===== src/rtl/sec_ctrl_pkg.sv =====
// Shared types and widths for the SEC scrub controller.
package sec_ctrl_pkg;

    localparam int unsigned DATA_W    = 32;
    localparam int unsigned CHK_W     = 8;
    localparam int unsigned WORD_W    = 40;
    localparam int unsigned FIX_CNT_W = 16;

    typedef enum logic [1:0] {
        IDLE,
        RD,
        CHK,
        WB
    } state_e;

endpackage


===== src/rtl/sec_scrub_timer.sv =====
// Scrub interval timer, one-deep pending flag and wrapping scrub-address walker.
module sec_scrub_timer #(
    parameter int unsigned ADDR_W    = 8,
    parameter int unsigned DEPTH     = 256,
    parameter int unsigned SCRUB_INT = 1024
) (
    input  logic              clk_i,
    input  logic              rst_ni,
    input  logic              scrub_grant_i,
    input  logic              scrub_done_i,
    output logic              scrub_pend_o,
    output logic [ADDR_W-1:0] scrub_addr_o
);

    localparam int unsigned       CntW    = $clog2(SCRUB_INT);
    localparam logic [CntW-1:0]   CntMax  = CntW'(SCRUB_INT - 1);
    localparam logic [ADDR_W-1:0] AddrMax = ADDR_W'(DEPTH - 1);

    logic [CntW-1:0]   cnt_q, cnt_d;
    logic              pend_q, pend_d;
    logic [ADDR_W-1:0] addr_q, addr_d;
    logic              wrap;

    always_comb begin
        wrap  = (cnt_q == CntMax);
        cnt_d = wrap ? '0 : cnt_q + 1'b1;
        // A wrap while already pending is simply absorbed: no request queueing.
        if (scrub_grant_i) begin
            pend_d = 1'b0;
        end else if (wrap) begin
            pend_d = 1'b1;
        end else begin
            pend_d = pend_q;
        end
        addr_d = addr_q;
        if (scrub_done_i) begin
            addr_d = (addr_q == AddrMax) ? '0 : addr_q + 1'b1;
        end
    end

    always_ff @(posedge clk_i or negedge rst_ni) begin
        if (!rst_ni) begin
            cnt_q  <= '0;
            pend_q <= 1'b0;
            addr_q <= '0;
        end else begin
            cnt_q  <= cnt_d;
            pend_q <= pend_d;
            addr_q <= addr_d;
        end
    end

    assign scrub_pend_o = pend_q;
    assign scrub_addr_o = addr_q;

endmodule


===== src/rtl/sec_scrub_ctrl.sv =====
// Sequencer/arbiter sharing one external SEC corrector between host reads and a
// background scrubber; corrected scrub words are written back.
module sec_scrub_ctrl
    import sec_ctrl_pkg::*;
#(
    parameter int unsigned          ADDR_W    = 8,
    parameter int unsigned          DEPTH     = 256,
    parameter int unsigned          SCRUB_INT = 1024,
    // Reset value of the fix counter; 0 in normal use.
    parameter logic [FIX_CNT_W-1:0] FIX_INIT  = '0
) (
    input  logic                 clk_i,
    input  logic                 rst_ni,
    input  logic                 host_req_i,
    input  logic [ADDR_W-1:0]    host_addr_i,
    output logic                 host_gnt_o,
    output logic                 host_rvalid_o,
    output logic [DATA_W-1:0]    host_rdata_o,
    output logic                 host_corr_o,
    output logic                 mem_re_o,
    output logic                 mem_we_o,
    output logic [ADDR_W-1:0]    mem_addr_o,
    output logic [WORD_W-1:0]    mem_wdata_o,
    input  logic [WORD_W-1:0]    mem_rdata_i,
    output logic [DATA_W-1:0]    sec_id_o,
    output logic [CHK_W-1:0]     sec_ic_o,
    output logic                 sec_r_o,
    input  logic [DATA_W-1:0]    sec_od_i,
    output logic [FIX_CNT_W-1:0] scrub_fixes_o
);

    state_e               state_q;
    logic                 last_host_q;
    logic [ADDR_W-1:0]    addr_q;
    logic                 mem_re_q, mem_we_q, host_rvalid_q, host_corr_q;
    logic [DATA_W-1:0]    host_rdata_q;
    logic [WORD_W-1:0]    mem_wdata_q;
    logic [FIX_CNT_W-1:0] fixes_q;

    logic                 scrub_pend, scrub_win, host_win, scrub_done, corr, in_chk;
    logic [ADDR_W-1:0]    scrub_addr;

    sec_scrub_timer #(
        .ADDR_W   (ADDR_W),
        .DEPTH    (DEPTH),
        .SCRUB_INT(SCRUB_INT)
    ) u_timer (
        .clk_i        (clk_i),
        .rst_ni       (rst_ni),
        .scrub_grant_i(scrub_win),
        .scrub_done_i (scrub_done),
        .scrub_pend_o (scrub_pend),
        .scrub_addr_o (scrub_addr)
    );

    // Alternate on contention so neither side waits more than one access.
    assign scrub_win  = (state_q == IDLE) && scrub_pend && (last_host_q || !host_req_i);
    assign host_win   = (state_q == IDLE) && host_req_i && !scrub_win;
    assign in_chk     = (state_q == CHK);
    assign scrub_done = in_chk && !last_host_q;
    assign corr       = (sec_od_i != mem_rdata_i[DATA_W-1:0]);

    // Read data only arrives in CHK, so the corrector inputs are gated by the state.
    assign sec_r_o  = in_chk;
    assign sec_id_o = in_chk ? mem_rdata_i[DATA_W-1:0] : '0;
    assign sec_ic_o = in_chk ? mem_rdata_i[WORD_W-1:DATA_W] : '0;

    always_ff @(posedge clk_i or negedge rst_ni) begin
        if (!rst_ni) begin
            state_q       <= IDLE;
            last_host_q   <= 1'b0;
            addr_q        <= '0;
            mem_re_q      <= 1'b0;
            mem_we_q      <= 1'b0;
            mem_wdata_q   <= '0;
            host_rvalid_q <= 1'b0;
            host_rdata_q  <= '0;
            host_corr_q   <= 1'b0;
            fixes_q       <= FIX_INIT;
        end else begin
            mem_re_q      <= 1'b0;
            mem_we_q      <= 1'b0;
            host_rvalid_q <= 1'b0;
            unique case (state_q)
                IDLE: begin
                    if (scrub_win) begin
                        state_q     <= RD;
                        last_host_q <= 1'b0;
                        addr_q      <= scrub_addr;
                        mem_re_q    <= 1'b1;
                    end else if (host_win) begin
                        state_q     <= RD;
                        last_host_q <= 1'b1;
                        addr_q      <= host_addr_i;
                        mem_re_q    <= 1'b1;
                    end
                end
                RD: state_q <= CHK;
                CHK: begin
                    if (last_host_q) begin
                        state_q       <= IDLE;
                        host_rvalid_q <= 1'b1;
                        host_rdata_q  <= sec_od_i;
                        host_corr_q   <= corr;
                    end else if (corr) begin
                        // Check bits go back unchanged; only data bits are corrected.
                        state_q     <= WB;
                        mem_we_q    <= 1'b1;
                        mem_wdata_q <= {mem_rdata_i[WORD_W-1:DATA_W], sec_od_i};
                        if (fixes_q != '1) begin
                            fixes_q <= fixes_q + 1'b1;
                        end
                    end else begin
                        state_q <= IDLE;
                    end
                end
                WB:      state_q <= IDLE;
                default: state_q <= IDLE;
            endcase
        end
    end

    assign host_gnt_o    = host_win;
    assign host_rvalid_o = host_rvalid_q;
    assign host_rdata_o  = host_rdata_q;
    assign host_corr_o   = host_corr_q;
    assign mem_re_o      = mem_re_q;
    assign mem_we_o      = mem_we_q;
    assign mem_addr_o    = addr_q;
    assign mem_wdata_o   = mem_wdata_q;
    assign scrub_fixes_o = fixes_q;

endmodule


===== config.mk =====
export PLATFORM = sky130hd
export DESIGN_NAME = sec_scrub_ctrl
export DESIGN_NICKNAME = d
export VERILOG_FILES = /design/src/rtl/sec_ctrl_pkg.sv /design/src/rtl/sec_scrub_timer.sv /design/src/rtl/sec_scrub_ctrl.sv
export SDC_FILE = /design/constraint.sdc
export NUM_CORES = 1
export LEC_CHECK = 0
export ABC_CLOCK_PERIOD_IN_PS = 1800
export CORE_MARGIN = 10
export CORE_UTILIZATION = 39
export DETAILED_ROUTE_END_ITERATION = 7
export PLACE_DENSITY = 0.77
export SETUP_SLACK_MARGIN = 0.5
export SLEW_MARGIN = 20
export SYNTH_ARGS = -nofsm -noshare
export SYNTH_HDL_FRONTEND = slang
export SYNTH_SLANG_ARGS = --single-unit

===== constraint.sdc =====
create_clock -name clk_i -period 1.8 [get_ports clk_i]
set_input_delay 0.36 -clock clk_i [delete_from_list [all_inputs] [get_ports clk_i]]
set_output_delay 0.36 -clock clk_i [all_outputs]
set_load 0.01 [all_outputs]

# Word-level counts from Yosys, hierarchy flattened
# Cells that the tools add are included.
# word_totals
regBits	122
out_inout_bits	142
input_bits	83
elab_cells	64
# classes
n_addsub	3
muxes	23
n_reduce_logical	16
bitwise_logic	1
eq_ne	8
# ops
operator	count
$mux W32	1
$mux W8	4
$ne A32 B32 Y1	1
$add A16 B1 Y16 const B	1
$ne A16 B16 Y1 const B	1
$mux W1	12
$add A10 B1 Y10 const B	1
$eq A10 B10 Y1 const B	1
$mux W10	1
$add A8 B1 Y8 const B	1
$eq A8 B8 Y1 const B	1
$mux W2	4
$pmux W2 S4	1
$logic_and A1 B1 Y1	5
$eq A2 B2 Y1 const B	2
$reduce_and A2 Y1	2
$reduce_and A4 Y1	1
$reduce_bool A2 Y1	2
$logic_not A1 Y1	3
$ne A3 B3 Y1 const B	1
$reduce_and A3 Y1	1
$eq A2 B1 Y1 const B	1
$logic_not A2 Y1	1
$logic_or A1 B1 Y1	1
$not A1 Y1	1

# Longest topological paths before layout
# Gate-level depths: netlist of the first run.
# logic_depth
ltp_word	8
ltp_mapped	8

# Modules after synthesis
# A second synthesis of the first run with hierarchy kept.
# unflattened
cells_unflattened	450
hier_area_um2	5525.3
# by_module_without_submodules
module	cells_per_inst	area_each_um2	seq_area_each_um2	n_inst
sec_scrub_ctrl	372	4672.0	2577.5	1
sec_scrub_timer	78	853.3	475.5	1

# Least setup slack after synthesis of the first run
# OpenSTA, ideal clock, no wires.
# synth_path
kind	reg-to-reg
startpoint	register fixes_q[0] (netlist: scrub_fixes_o[0])
endpoint	register fixes_q[1] (netlist: scrub_fixes_o[1])
setup_slack_ns	-0.120
path_buffers	0
required_ns	1.675
arrival_time_ns	1.795
stages_incl_launch_ff	8
cell_sequence	dfrtp_1 -> ha_1 -> nand3_1 -> nor2_1 -> nand3_1 -> nor2_1 -> nor2_1 -> mux2_4
# synth_via
elab_chain_cells	2
elab_cells_between_ends	3
# synth_lines
item	line_no	text
start: declaration	sec_scrub_ctrl.sv:38	logic [FIX_CNT_W-1:0] fixes_q;
start signal: assignment	sec_scrub_ctrl.sv:111	fixes_q <= fixes_q + 1'b1;
parallel branches: the longest is 2 deep, another holds $add A16 B1 Y16	n/a	
# Parallel ways; which one is timed is not known.
# A chain may end at the register's enable or synchronous reset.

# Final worst setup path of the first run
# layout_path
startpoint	register state_q[0]
endpoint	output port sec_id_o[25]
# layout_via
elab_chain_cells	2
# layout_lines
item	line_no	text
start: declaration	sec_scrub_ctrl.sv:32	state_e state_q;
start signal: assignment	sec_scrub_ctrl.sv:70	state_q <= IDLE;
start signal: assignment	sec_scrub_ctrl.sv:87	state_q <= RD;
start signal: assignment	sec_scrub_ctrl.sv:92	state_q <= RD;
$eq A2 B2 Y1	sec_scrub_ctrl.sv:59	assign in_chk = (state_q == CHK);
$mux W32	sec_scrub_ctrl.sv:65	assign sec_id_o = in_chk ? mem_rdata_i[DATA_W-1:0] : '0;
end: declaration	sec_scrub_ctrl.sv:25	output logic [DATA_W-1:0] sec_id_o,
# Every way passes these cells.

==> results.yml, run 1 <==
run_status:
  status: "finished, violations left"
  violations: "setup timing"
place:
  dp_slack_ps: -1070
  port_buffers: 224
  place_congestion: 0.883
  dp.cells: 892
  dp.final_hpwl_mm: 14.2
synthesis:
  syn_avg_cell_area_um2: 12.4
  yosysTopAreaCell: "dfrtp_1"
  synth_mux_area_share_pct: 15.5
  synth_ff_type: "dfrtp_1"
  syn_nets: 526
  synth_compound_area_share_pct: 3.10
  synthArstFlopShare_pct: 100
  synth_cells: 440
  seq_area_frac_synth_pct: 56.0
  syn_area_um2: 5460
  post_synth_fa_ha_maj_area_fraction_pct: 0.688
  synthXorXnorAreaFrac_pct: 9.31
  synth_top_family_by_area: "multiplexers"
  synth_edf_count: 0
  yosys_register_bits: 122
  synth_top_area_share_pct: 56.0
  synthSimpleGateAreaFrac_pct: 12.5
  yosysWarnings: 0
  synthTopCellsByArea: "dfrtp_1 56%, mux2_2 9.7%, xor2_1 8.0%"
  synth.distinct_cells: 33
drt:
  avgViaCountPerCell: 5.02
  dr_wl_met2_mm: 12.2
  drt_iter0_drc: 302
  vias: 5261
  m1WireLength_mm: 8.79
  ant_nets: 0
  drtPass1Iterations: 5
  wl_mm: 22.8
  wl_per_cell_um: 21.7
  drc: 0
  highest-signal-layer: "met4"
  met3_length_mm: 1.33
timing:
  skew_ps: 17.3
  min_period_over_period_pct: 115
  fin_crit_ps: 2070
  setup_viol: 138
  tns_ps: -21720
  tightest_slew_ps: 461
  worst_slack_ps: -267
  hold_violations: 0
  slew_headroom_pct: 69.3
  whs_ps: 243
  fmax_mhz: 484
  slew_violations: 0
  rsz0062_at_grt: "yes"
floorplanning:
  ioPinCount: 225
  die_x_um: 138
  start_util_pct: 39.6
  core_um2: 13800
  rows: 43
  die_area_um2: 19100
  fp.dieH_um: 138
global_routing:
  grt_max_degree: 57
  grt_util_all_layers_pct: 21.8
  antenna_found_initial: 0
  grt_pass1_vias: 5621
  grt_pass1_wl_mm: 33.3
  grt_overflow: 0
power:
  irDropWorstVdd_mv: 0.582
  p_per_area_nw_per_um2: 868
  p_leak_nw: 5.72
cts:
  clockBufferDepth: 2
  clk_latency_ps: 420
  cts_tree: "built"
  numCtsBuffers: 17
  clockRootBuffer: "clkbuf_16"
  numClockSinks: 122
  h-tree-depth: 4
  clkTransAtPathRegs_ps: 60
setup_path:
  slowest_delay_ps: 390
  cp_slowest_cell: "dfrtp_1"
  path_max_fanout: 8
  critPathTopFamily: "buffers and inverters"
  critPathMostFrequentCell: "buf_12"
  worstPathRequired_ps: 1440
  reg2reg_depth: 10
  path_depth: 6
  crit_buf_inv: 4
  worstPathArrival_ps: 1710
  crit_type: "reg2out"
  worstSetupEndpointType: "output pin"
  path_cells: "and2b_4, buf_12, buf_12, buf_16, and2_4, buf_6"
  cp-start-kind: "flop"
cells_and_area:
  nets: 944
  antenna_cells: 0
  area_growth_pct: 100
  final_common_cell: "buf_6"
  stdcell_count: 1048
  drive_gt1_share_pct: 65.4
  final_cell_mix: "142 x buf_6, 127 x buf_4, 121 x dfrtp_1, 74 x mux2_4, 46 x clkbuf_2"
run:
  drv_cap: 0
min_path:
  hold_depth: 2
  holdCritPathClass: "in2reg"
==> logic make-up after synthesis <==
| family | Yosys count |
|---|---|
| AND/OR/NAND/NOR | 124 |
| flip-flops | 122 |
| multiplexers | 75 |
| XOR/XNOR | 58 |
| buffers and inverters | 34 |
| AO/OA/AOI/OAI | 24 |
| adder cells (fa/ha/maj) | 3 |
==> area by class of cell <==
type | count | area (um^2)
Clock buffer | 26 | 489
Clock inverter | 3 | 40.0
Fill cell | 793 | 2840
Inverter | 18 | 70.1
Multi-Input combinational cell | 285 | 3070
Sequential cell | 122 | 3050
Tap cell | 180 | 225
Timing Repair Buffer | 414 | 3990
==> sequential cells by signal, indices dropped and copies added (netlist names) <==
register / cells
mem_addr_o: 8
mem_we_o: 1
last_host_q: 1
host_corr_o: 1
scrub_fixes_o: 16
u_timer.scrub_pend_o: 1
u_timer.cnt_q: 10
u_timer.scrub_addr_o: 8
host_rdata_o: 32
mem_re_o: 1
state_q: 2
mem_wdata_o: 40
host_rvalid_o: 1
==> power by group <==
part           internal (W)  switching [W]
clock network       0.00198        0.00115
registers           0.00311       0.000261
logic               0.00187        0.00112
total               0.00696        0.00254
==> through the flow <==
step                      utilization, %  area, um^2  power [W]
after global routing                79.4       10900    0.00986
after detailed placement            63.0        8680    0.00578
after global placement              63.0        8680    0.00572
final                               79.4       10900    0.00949
after CTS                           74.4       10200    0.00917
after floorplan                        -        5840    0.00431
==> worst reg2reg max path: cells and delay by family, from the launching register on <==
| kind | cells | cell delay (ps) |
|---|---|---|
| XOR/XNOR | 1 | 190 |
| buffers and inverters | 5 | 650 |
| AND/OR/NAND/NOR | 3 | 630 |
| flip-flops | 1 | 390 |
| AO/OA/AOI/OAI | 1 | 80 |
==> worst paths after layout <==
path	from	endpoint	slack [ps]
max in group asynchronous	rst_ni	u_timer.cnt_q[4]	770
hold reg to reg	u_timer.cnt_q[9]	u_timer.cnt_q[9]	500
setup / recovery	state_q[0]	sec_id_o[25]	-270
min in group asynchronous	rst_ni	mem_wdata_o[25]	400
hold / removal	sec_od_i[5]	mem_wdata_o[5]	240
setup reg to reg	state_q[0]	scrub_fixes_o[6]	-240
==> metal layers <==
layer | GRT usage [%] | vias to the layer above
li1 | - | 2340
met1 | 24.6 | 2679
met2 | 38.4 | 205
met3 | 5.75 | 37
met4 | 8.16 | 0
met5 | 0 | -
==> what timing repair did <==
item | CTS | global route
gates cloned | 7 | 4
pin swaps | 34 | 43
hold buffers | 1 | 0
endpoints found under the setup margin | 257 | 259
gates resized for setup | 606 | 317
setup buffers | 40 | 75
hold endpoints to repair | 22 | 0
==> cell usage after synthesis, types with 9 or more instances <==
library cell and count:
nand3_1 14, xor2_1 50, clkbuf_1 9, inv_1 18, o21ai_0 9, mux2_2 47, mux2_1 27, nor4_1 12
nand2_1 18, nor2_1 14, and2_1 42, dfrtp_1 122
(Power assumes the default switching activity.)
==> run 2, diff against run 1 <==
CORE_UTILIZATION = 25   (was 39)
PLACE_DENSITY = 0.5   (was 0.77)
==> results.yml, run 2 (synthesis results as in run 1) <==
power:
  p_per_area_nw_per_um2: 874
  p_leak_nw: 5.91
  irDropWorstVdd_mv: 0.659
cts:
  numCtsBuffers: 17
  cts_tree: "built"
  clkTransAtPathRegs_ps: 60
  clk_latency_ps: 410
  clockBufferDepth: 2
  numClockSinks: 122
  h-tree-depth: 4
  clockRootBuffer: "clkbuf_16"
floorplanning:
  ioPinCount: 225
  start_util_pct: 25.7
  rows: 53
  fp.dieH_um: 168
  die_area_um2: 28100
  core_um2: 21200
  die_x_um: 168
setup_path:
  slowest_delay_ps: 370
  path_max_fanout: 6
  crit_type: "reg2reg"
  setup.worst_path.start: "state_q[0]"
  rr_startpoint: "state_q[0]"
  crit_buf_inv: 5
  worstSetupEndpointType: "flop"
  r2r_slack_ps: -250
  r2r-end: "scrub_fixes_o[11]"
  worstPathRequired_ps: 2140
  worstPathArrival_ps: 2390
  crit_end: "scrub_fixes_o[11]"
  path_cells: "and2b_4, buf_12, buf_6, and2_4, o21ai_4, buf_12, buf_6, buf_16, nor4b_4, xor2_1"
  cp-start-kind: "flop"
  path_depth: 10
  reg2reg_depth: 10
  critPathTopFamily: "simple AND/OR/NAND/NOR gates"
  cp_slowest_cell: "dfrtp_1"
cells_and_area:
  fin_area_um2: 11600
  final_cell_mix: "173 x buf_6, 137 x buf_4, 120 x dfrtp_1, 75 x mux2_4, 41 x and2_4"
  fin_util_pct: 54.5
  area_growth_pct: 112
  largest_reg_flops: 40
  drive_gt1_share_pct: 66.2
  nets: 960
  final_common_cell: "buf_6"
global_routing:
  grt_max_degree: 60
  grt_pass1_wl_mm: 33.8
  grt_util_all_layers_pct: 15.3
  grt_overflow: 0
  grt_pass1_vias: 5562
  antenna_found_initial: 1
drt:
  drc: 0
  wl_mm: 22.5
  avgViaCountPerCell: 4.43
  drt_iter0_drc: 231
  drtPass1Iterations: 4
  wl_per_cell_um: 19.3
  ant_nets: 0
  vias: 5147
run_status:
  status: "finished, violations left"
  violations: "setup timing"
run:
  drv_cap: 0
place:
  dp_slack_ps: -1060
  placed_area_um2: 8800
  port_buffers: 224
  place_congestion: 0.858
  dp.final_hpwl_mm: 15.3
timing:
  fin_crit_ps: 2050
  hold_violations: 0
  min_period_over_period_pct: 114
  slew_violations: 0
  skew_ps: 6.77
  slew_headroom_pct: 67.2
  whs_ps: 237
  worst_slack_ps: -245
  tightest_slew_ps: 491
  fmax_mhz: 489
  rsz0062_at_grt: "yes"
  setup_viol: 128
min_path:
  holdCritPathClass: "in2reg"
==> run 2: cell types whose count changed in the layout (fill, tap and decap cells not counted), sizes merged <==
| cell | previous run | this run |
|---|---|---|
| buf | 314 | 361 |
| bufinv | 1 | 3 |
| clkbuf | 75 | 28 |
| clkdlybuf4s15 | 14 | 15 |
| clkinv | 2 | 6 |
| clkinvlp | 0 | 3 |
| diode | 0 | 1 |
| dlygate4sd2 | 18 | 26 |
| dlymetal6s2s | 1 | 0 |
| inv | 18 | 20 |
==> run 2: worst register-to-register path, stage by stage (launching register included) <==
cell	delay (ps)
dfrtp_1	370
and2b_4	300
buf_12	130
buf_6	90
and2_4	160
o21ai_4	80
buf_12	150
buf_6	120
buf_16	140
nor4b_4	280
xor2_1	160
==> run 2: final cells by class <==
class / instances / area (um^2)
multi-input combinational: 285 / 3120
fill: 1790 / 9650
sequential: 122 / 3060
clock buffer: 18 / 439
timing repair buffer: 430 / 4380
antenna: 1 / 2.50
inverter: 18 / 67.6
tap: 275 / 344
clock inverter: 14 / 171
==> run 2: per-stage QoR <==
step / setup TNS, ps / power [W] / std cells
2_1_floorplan: -1060 / 0.00431 / 440
3_3_place_gp: -65200 / 0.00580 / 989
3_5_place_dp: -64570 / 0.00583 / 989
4_1_cts: -15450 / 0.00990 / 1107
5_1_grt: -31230 / 0.0105 / 1163
6_report: -19380 / 0.0101 / 1163
==> run 2: how the worst min path moves through the flow <==
| stage | end | start | depth (start not counted) |
|---|---|---|---|
| finish | host_rdata_o[15] | sec_od_i[15] | 2 |
| global route | mem_wdata_o[15] | sec_od_i[15] | 2 |
| CTS | mem_wdata_o[5] | sec_od_i[5] | 2 |
| detailed placement | mem_wdata_o[33] | rst_ni | 1 |
| global placement | mem_wdata_o[35] | rst_ni | 1 |
| floorplan | host_corr_o | rst_ni | 0 |
==> run 2: metal layers <==
metal  wire, um  up-vias  track usage, %
met5          0        -               0
met4        224        0            4.13
met3       1310       15            4.42
met2      11300      176            25.9
met1       9700     2562            18.6
li1           -     2394               -
==> run 2: power by group <==
part           internal [W]  total [W]  switching (W)
Sequential          0.00311    0.00336       0.000256
Combinational       0.00209    0.00326        0.00117
Clock               0.00222    0.00350        0.00128
Total               0.00742     0.0101        0.00271
==> run 2: repair_timing <==
item / CTS / global route
gates resized for setup: 871 / 174
setup endpoints to repair: 258 / 259
buffers inserted: 76 / 52
pin swaps: 48 / 33
hold endpoints to repair: 6 / 0
hold buffers: 1 / 0
cloned: 9 / 3
==> run 3, diff against run 2 <==
CORE_ASPECT_RATIO = 1.75   (was not set)
==> results.yml, run 3 (synthesis results as in run 1) <==
cells_and_area:
  antenna_cells: 0
  final_common_cell: "buf_6"
  fillers: 1895
  drive_gt1_share_pct: 70.4
  nets: 950
  final_cell_mix: "187 x buf_6, 119 x dfrtp_1, 119 x buf_4, 75 x mux2_4, 49 x buf_2"
  area_growth_pct: 113
  stdcell_count: 1169
  largest_reg_flops: 40
timing:
  tightest_slew_ps: 490
  fin_crit_ps: 2030
  fmax_mhz: 492
  slew_violations: 0
  slew_headroom_pct: 67.1
  worst_slack_ps: -234
  skew_ps: 7.70
  rsz0062_at_grt: "yes"
  whs_ps: 218
  setup_viol: 129
  hold_violations: 0
  min_period_over_period_pct: 113
setup_path:
  worstPathArrival_ps: 1670
  crit_type: "reg2out"
  setup.worst_path.start: "state_q[0]"
  worstSetupEndpointType: "output pin"
  cp-start-kind: "flop"
  path_max_fanout: 7
  worstPathRequired_ps: 1440
  rr_startpoint: "state_q[1]"
drt:
  drc: 0
  avgViaCountPerCell: 4.31
  ant_nets: 0
  drtPass1Iterations: 4
  wl_per_cell_um: 20.1
  drt_iter0_drc: 241
  wl_mm: 23.5
  vias: 5034
floorplanning:
  core_um2: 21500
  die_x_um: 132
  die_area_um2: 28400
  start_util_pct: 25.4
  ioPinCount: 225
  rows: 71
  fp.dieH_um: 215
place:
  dp_slack_ps: -1030
  dp.cells: 1005
  place_congestion: 0.775
  dp.final_hpwl_mm: 15.9
  port_buffers: 224
min_path:
  holdCritPathClass: "in2reg"
  worstHoldStart: "sec_od_i[3]"
power:
  p_leak_nw: 5.85
  power_frac_seq_pct: 33.6
  p_per_area_nw_per_um2: 858
  switchingPower_w: 0.00267
  internal_power_w: 0.00731
  irDropWorstVdd_mv: 0.501
  p_sw_share_pct: 26.8
  p_total_w: 0.00998
  clkPwrFrac_pct: 35.5
  p_comb_share_pct: 30.9
run:
  drv_cap: 0
run_status:
  violations: "setup timing"
  status: "finished, violations left"
global_routing:
  grt_pass1_vias: 5419
  grt_pass1_wl_mm: 34.2
  grt_util_all_layers_pct: 15.9
  grt_overflow: 0
  antenna_found_initial: 0
  grt_max_degree: 37
cts:
  cts_tree: "built"
  h-tree-depth: 4
  numCtsBuffers: 17
  numClockSinks: 122
  clk_latency_ps: 420
  clockBufferDepth: 2
  clkTransAtPathRegs_ps: 60
  clockRootBuffer: "clkbuf_16"
run 3: timing repair:
action	CTS	global route
pin swaps	62	34
endpoints found under the setup margin	257	259
setup buffers	64	55
hold endpoints to repair	24	0
gates resized for setup	927	255
cloned	9	3
hold buffers	1	0
run 3: worst max-delay path, stage by stage, from the launching register on:
cell and delay [ps]:
dfrtp_1 380, and2b_4 290, buf_12 130, buf_12 110, buf_16 120, and2_4 140
buf_6 90
run 3: final timing paths:
kind                                      endpoint  slack (ps)  cells past startpoint
max in group asynchronous         host_rdata_o[11]         810                      3
max reg2reg                       host_rdata_o[25]        -220                     10
min reg2reg                u_timer.scrub_addr_o[6]         500                      1
max                                    sec_ic_o[5]        -230                      6
min                                 mem_wdata_o[3]         220                      2
min in group asynchronous            mem_addr_o[2]         410                      2
run 3: layout make-up:
class                      instances  area [um^2]  share of cell area, %
multi-input combinational        284         3220                   27.7
sequential                       122         3060                   26.3
clock inverter                    12          146                   1.26
clock buffer                      20          467                   4.01
inverter                          18         72.6                  0.624
tap                              292          365                   3.14
timing repair buffer             421         4300                   37.0
run 3: metrics by stage:
stage | setup TNS, ps | instance area (um^2) | util [%]
finish | -17260 | 11600 | 54.1
global route | -26460 | 11600 | 54.1
CTS | -13400 | 10900 | 50.8
detailed placement | -61060 | 8800 | 40.9
global placement | -61730 | 8800 | 40.9
floorplan | -1060 | 5840 | -
run 3: power groups by stage:
| stage | Clock [W] | Sequential, W | Combinational [W] |
|---|---|---|---|
| after global placement | 0 | 0.00334 | 0.00247 |
| after global routing | 0.00374 | 0.00339 | 0.00325 |
| final | 0.00354 | 0.00336 | 0.00308 |
| after detailed placement | 0 | 0.00336 | 0.00247 |
| after floorplan | 0 | 0.00350 | 0.000814 |
| after CTS | 0.00361 | 0.00335 | 0.00288 |
run 3: metal layers:
| metal | GRT usage [%] | routed length, um |
|---|---|---|
| met2 | 30.3 | 13600 |
| met4 | 6.52 | 632 |
| met3 | 3.88 | 752 |
| met1 | 15.9 | 8470 |
| met5 | 0 | 0 |
